## src/rtl/ping_pong_ctrl.sv

```systemverilog
// rtl/ping_pong_ctrl.sv - bank-swap sequencer for dual_port_ping_pong_ram
// Optional swap/stall statistics are built only when PP_CTRL_STATS_EN is defined.
module ping_pong_ctrl #(
   parameter int DEPTH      = 256,
   parameter int ADDR_W     = (DEPTH > 1) ? $clog2(DEPTH) : 1,
   parameter int SETTLE_CYC = 2
) (
   input  logic              clk,
   input  logic              rst,
   output logic              fill_ready,
   input  logic              fill_done,
   input  logic [ADDR_W:0]   fill_cnt,
   output logic              drain_valid,
   output logic [ADDR_W:0]   drain_len,
   input  logic              drain_done,
   output logic              switch,
   output logic              bank_sel,
   output logic [31:0]       swap_cnt,
   output logic [31:0]       stall_cnt
);

   typedef enum logic [1:0] {
      S_FILL   = 2'd0,
      S_WAIT   = 2'd1,
      S_SETTLE = 2'd2,
      S_SWITCH = 2'd3
   } state_t;

   localparam logic [ADDR_W:0] DEPTH_W     = (ADDR_W + 1)'(DEPTH);
   localparam logic [3:0]      SETTLE_LAST = 4'(SETTLE_CYC - 1);

   state_t            state, state_nxt;
   logic [3:0]        settle_cnt, settle_cnt_nxt;
   logic [ADDR_W:0]   len_r, len_nxt;
   logic [ADDR_W:0]   drain_len_r;
   logic              rd_full;
   // No reset: this flag must track the RAM's own bank flag, which only toggles on switch.
   logic              bank_sel_r = 1'b0;

   always_ff @(posedge clk or posedge rst) begin
      if (rst) begin
         state      <= S_FILL;
         settle_cnt <= '0;
         len_r      <= '0;
      end else begin
         state      <= state_nxt;
         settle_cnt <= settle_cnt_nxt;
         len_r      <= len_nxt;
      end
   end

   always_comb begin
      state_nxt      = state;
      settle_cnt_nxt = settle_cnt;
      len_nxt        = len_r;
      case (state)
         S_FILL: begin
            if (fill_done && (fill_cnt != '0)) begin
               state_nxt = S_WAIT;
               len_nxt   = (fill_cnt > DEPTH_W) ? DEPTH_W : fill_cnt;
            end
         end
         S_WAIT: begin
            if (!rd_full || drain_done) begin
               state_nxt      = S_SETTLE;
               settle_cnt_nxt = '0;
            end
         end
         S_SETTLE: begin
            if (settle_cnt == SETTLE_LAST) begin
               state_nxt = S_SWITCH;
            end else begin
               settle_cnt_nxt = settle_cnt + 4'd1;
            end
         end
         S_SWITCH: begin
            state_nxt = S_FILL;
         end
         default: begin
            state_nxt = S_FILL;
         end
      endcase
   end

   // SWITCH can never coincide with a live drain_done: rd_full is already clear by then.
   always_ff @(posedge clk or posedge rst) begin
      if (rst) begin
         rd_full     <= 1'b0;
         drain_len_r <= '0;
      end else if (state == S_SWITCH) begin
         rd_full     <= 1'b1;
         drain_len_r <= len_r;
      end else if (drain_done) begin
         rd_full     <= 1'b0;
      end
   end

   always_ff @(posedge clk) begin
      if (state == S_SWITCH) begin
         bank_sel_r <= ~bank_sel_r;
      end
   end

   assign fill_ready  = (state == S_FILL);
   assign switch      = (state == S_SWITCH);
   assign drain_valid = rd_full;
   assign drain_len   = drain_len_r;
   assign bank_sel    = bank_sel_r;

`ifdef PP_CTRL_STATS_EN
   logic [31:0] swap_cnt_r;
   logic [31:0] stall_cnt_r;

   always_ff @(posedge clk or posedge rst) begin
      if (rst) begin
         swap_cnt_r  <= '0;
         stall_cnt_r <= '0;
      end else begin
         if (state == S_SWITCH) begin
            swap_cnt_r <= swap_cnt_r + 32'd1;
         end
         if ((state == S_WAIT) && rd_full && !drain_done) begin
            stall_cnt_r <= stall_cnt_r + 32'd1;
         end
      end
   end

   assign swap_cnt  = swap_cnt_r;
   assign stall_cnt = stall_cnt_r;
`else
   assign swap_cnt  = '0;
   assign stall_cnt = '0;
`endif

endmodule

```

## config.mk

```make
export PLATFORM = sky130hd
export DESIGN_NAME = ping_pong_ctrl
export DESIGN_NICKNAME = d
export VERILOG_FILES = /design/src/rtl/ping_pong_ctrl.sv
export SDC_FILE = /design/constraint.sdc
export NUM_CORES = 1
export LEC_CHECK = 0
export CORE_MARGIN = 4
export CORE_UTILIZATION = 40
export CTS_CLUSTER_SIZE = 40
export DETAILED_ROUTE_END_ITERATION = 6
export GPL_TIMING_DRIVEN = 1
export PLACE_DENSITY = 0.83
export SYNTH_ARGS = -nofsm -noshare
export SYNTH_HDL_FRONTEND = slang
export SYNTH_SLANG_ARGS = --single-unit
```

## constraint.sdc

```tcl
create_clock -name clk -period 1.9 [get_ports clk]
set_input_delay 0.285 -clock clk [delete_from_list [all_inputs] [get_ports clk]]
set_output_delay 0.285 -clock clk [all_outputs]
set_load 0.1 [all_outputs]
```

Yosys cells after proc, flatten, opt, wreduce, memory -nomap -nowiden:

Cells that the tools add are included.

* register bits after elaboration: 26
* bits of input ports: 13
* output and inout port bits: 77

* add/sub/neg operators: 1
* order comparisons: 1
* equal/unequal tests: 8
* muxes and demuxes: 10
* bitwise logic cells: 1
* reduce and logical (&&, ||, !) cells: 10

Operator list (number)
* $gt 9x9->1 const B: 1
* $mux 9: 1
* $reduce_bool 9->1: 1
* $mux 4: 2
* $pmux 2 s4: 1
* $pmux 4 s2: 1
* $mux 2: 3
* $ne 2x2->1 const B: 3
* $reduce_and 3->1: 2
* $add 4x1->4 const B: 1
* $eq 2x2->1 const B: 2
* $eq 4x1->1 const B: 1
* $reduce_bool 2->1: 2
* $eq 2x1->1 const B: 1
* $logic_not 2->1: 1
* $mux 1: 2
* $ne 2x1->1 const B: 1
* $reduce_and 2->1: 1
* $logic_and 1x1->1: 1
* $logic_not 1->1: 1
* $logic_or 1x1->1: 1
* $not 1->1: 1

Longest topological paths before layout:

* depth after elaboration: 4
* mapped depth: 6

Least setup slack after synthesis:

No wires, ideal clock.

* kind: register to register
* start point: reg state[0]
* end point: reg len_r[8]
* setup time: 0.125 ns
* arrival time: 2.016 ns
* slack: -0.241 ns
* cell stages (with the launch flop): 5
* buffers on the path: 0
* cell sequence: dfrtp_1 > inv_1 > ha_1 > o311a_4 > mux2_4

* longest elaborated chain between the ends: 2

RTL lines
* from (decl): line 32 `state_t state, state_nxt;`
* from (signal assigned): line 46 `state <= state_nxt;`
* $logic_not 2->1
* via fill_ready: line 10 `output logic fill_ready,`
* $reduce_and 2->1 (no source line)
* to (signal assigned): line 48 `len_r <= len_nxt;`
* to (decl): line 34 `logic [ADDR_W:0] len_r, len_nxt;`

The timed path passes the listed nets, and every way through them passes these cells.
A chain may end at the register's enable or synchronous reset.

Worst setup path after layout:

* start point: in fill_cnt[7]
* end point: reg len_r[8]

* longest elaborated chain between the ends: 3

RTL lines
* from (decl): line 12 `input logic [ADDR_W:0] fill_cnt,`
* parallel branches: the longest is 3 deep, another holds $gt 9x9->1

Parallel ways; which one is timed is not known.

==> key figures <==
Final layout
  – Final core area utilization: 0.473
  – Top library cells by usage in the layout, fill and taps aside: conb_1, dfrtp_1, buf_4, inv_1, clkdlybuf4s50_1
  – Final layout net count: 229
  – Total of fill cells in the finished design: 380
  – Synth-to-Final Area Change: 10.8%
  – # diodes: 0
  – Fraction of layout instances using a drive strength above 1: 0.230
  – Most frequent standard cell in the layout excluding fill and tap cells: conb_1

Floorplanning
  – Area of the core region: slightly above 4000 um^2
  – Vert. Die Dim: 74.3 um
  – Count of boundary I/O pins: 90
  – Floorplan row count: 23
  – Effective utilization at floorplan: 0.427
  – Area of the die: ~5500 um^2
  – Die width: 74.3 um

STA
  – Number of setup violations in the final report: 0
  – Setup repair after global routing missed its margin: false
  – Post-layout minimum cycle time: about 1800 ps
  – Period Utilization, post-route: 0.966
  – Fin Clk Skew: 3.84 ps
  – Final max-slew violation count: 0
  – Final Hold Fails: 0
  – Highest attainable clock frequency: about 540 MHz

Clock network
  – Post-cts repair resize count: 0
  – Clk slew on worst S/H paths: 90 ps
  – Htree depth: 1
  – Number of setup buffers added after CTS: 0
  – Hold_buf cts: 0
  – Clock buffer count from CTS: 3
  – Clock tree buffer depth: 2
  – Sinks on Clock Net: 26
  – Root Buffer Master: clkbuf_8
  – Clock latency reported for the late side of the worst-skew pair: ~270 ps
  – Clock tree from TritonCTS: built

Route
  – Top Metal Used: met4
  – Met3 layer wire length in the routed design: 284 um
  – Via-to-Cell Ratio: 4.17
  – Routed via count: 1080
  – DRT antenna net count: 0
  – First-iteration detailed-routing DRC count: 13
  – DRT Wirelength: 2800 um
  – DR WL met2: around 1400 um
  – Wire length on met1: around 1000 um
  – TritonRoute pass-1 iters: 4
  – DRC violations left: 0
  – Average wire per cell in the routed design: between 10 and 15 um

Yosys
  – Count of unique library cells instantiated by Yosys: 32
  – Number of register bits inferred by synthesis: 26
  – Register area share after synthesis: 0.373
  – Share of the synthesized area in compound gates (AO/OA/AOI/OAI): 0.0996
  – Combinational family with the most area after synthesis: buffers and inverters
  – Post-synthesis cell area: about 1800 um^2
  – Yosys warns: 0
  – Share of the synthesized netlist area taken by xor and xnor gates: 0
  – Post-Synthesis Cells: ~170
  – Fraction of the mapped netlist area in adder cells: 0.0427
  – Post-Synthesis Mean Instance Area: 10.1 um^2
  – Area fraction in and, or, nand and nor cells after synthesis: 0.0904
  – Share of cell area taken by muxes after synthesis: 0.0783

Outcome
  – Outcome: complete, no violations

Worst setup path
  – CP Data Arrival Time: around 2000 ps
  – Critical path start-end classification: in2reg
  – Setup slack of the most critical reg-to-reg path: about 130 ps
  – Required time at the worst-slack endpoint: ~2100 ps
  – R2R depth: 6
  – Critical-path maximum fanout: 12
  – Critical Path End Type: flop
  – Critical register-to-register path startpoint: state[0]$_DFFE_PP0P_
  – Critical register-to-register path endpoint: state[1]$_DFFE_PP0P_
  – Critical path launch point type: input pin

GRT
  – Via count of the first global-routing pass: approximately 1000
  – Largest net degree at the start of global routing: 26
  – Remaining global-route overflow: 0
  – Total Routing Usage GR: 0.103
  – First-pass GRT wire length: 4520 um
  – Number of antenna violations at the first check in global routing: 0

Flow run
  – Max-capacitance violation count: 0

Worst hold path
  – Path category of the worst min-delay check: in2async

Place
  – IO Port Bufs: 25
  – GPL Wtd Cong: 0.774
  – Detailed Place HPWL: 2290 um
critical path, cell delays in order:
cell	delay [ps]
clkdlybuf4s50_1	420
or4_4	550
o311a_4	430
mux2_4	310
cells in the mapped netlist:
library cell | instances | area (um^2)
buf_4 | 64 | 480
dfrtp_1 | 25 | 626
inv_1 | 15 | 56.3
mux2_2 | 9 | 101
nand3b_1 | 8 | 60.1
o21ai_2 | 8 | 70.1
ha_1 | 6 | 75.1
a21oi_1 | 4 | 20.0
nand2_1 | 4 | 15.0
a211oi_1 | 3 | 22.5
nor2_1 | 3 | 11.3
o21ai_0 | 3 | 15.0
nand2b_1 | 2 | 12.5
nor3_1 | 2 | 10.0
and3_1 | 1 | 6.26
and4_1 | 1 | 8.76
buf_6 | 1 | 11.3
clkbuf_1 | 1 | 3.75
conb_1 | 1 | 3.75
edfxtp_1 | 1 | 30.0
mux2_1 | 1 | 11.3
mux2_4 | 1 | 15.0
mux2i_1 | 1 | 10.0
nand3_1 | 1 | 5.00
nor2b_1 | 1 | 6.26
o221ai_1 | 1 | 8.76
o311a_4 | 1 | 21.3
o31ai_1 | 1 | 7.51
o32a_1 | 1 | 10.0
or2_0 | 1 | 6.26
or3_1 | 1 | 6.26
or4_4 | 1 | 11.3
area by class of cell:
type | count | area (um^2) | area share
Clock buffer | 3 | 41.3 | 0.0212
Clock inverter | 1 | 30.0 | 0.0154
Inverter | 15 | 56.3 | 0.0289
Multi-Input combinational cell | 130 | 792 | 0.407
Sequential cell | 26 | 656 | 0.337
Tap cell | 50 | 62.6 | 0.0321
Timing Repair Buffer | 34 | 310 | 0.159
how the worst max path moves through the flow:
stage | start | to | slack (ps) | cells after the start
final | fill_cnt[7] | len_r[8]$_DFFE_PP0P_ | 60 | 4
after global routing | state[0]$_DFFE_PP0P_ | state[1]$_DFFE_PP0P_ | 10 | 6
after CTS | fill_cnt[7] | len_r[8]$_DFFE_PP0P_ | 70 | 4
after detailed placement | fill_cnt[7] | len_r[8]$_DFFE_PP0P_ | -210 | 4
after global placement | fill_cnt[7] | len_r[8]$_DFFE_PP0P_ | -200 | 4
after floorplan | drain_valid$_DFFE_PP0P_ | state[1]$_DFFE_PP0P_ | 40 | 4
routing by layer:
layer / vias to the layer above / GRT usage
met5: - / 0
met4: 0 / 0.0356
met3: 4 / 0.0149
met2: 53 / 0.186
met1: 508 / 0.125
li1: 515 / -
registers in the layout, indices dropped and copies added (netlist names):
register / flops
len_r: 9
drain_len: 9
settle_cnt: 4
bank_sel: 1
state: 2
drain_valid: 1
through the flow:
step	area (um^2)	cells	setup TNS, ps	setup WS (ps)	hold slack [ps]
2_1_floorplan	2000	237	0	39.5	312
3_3_place_gp	1880	255	-1320	-200	485
3_5_place_dp	1880	255	-1460	-213	488
4_1_cts	1950	259	0	69.1	382
5_1_grt	1950	259	0	12.0	452
6_report	1950	259	0	63.9	369
cell families (layout without fill, tap and decap cells):
group,Yosys count,after routing
AND/OR/NAND/NOR,26,26
multiplexers,12,12
adder cells (fa/ha/maj),6,6
AO/OA/AOI/OAI,22,22
other,1,64
buffers and inverters,81,53
flip-flops,26,26
Power is left out: the tool's default activity adds up to more than one toggle a clock period on the data nets, which glitch-free logic cannot reach.
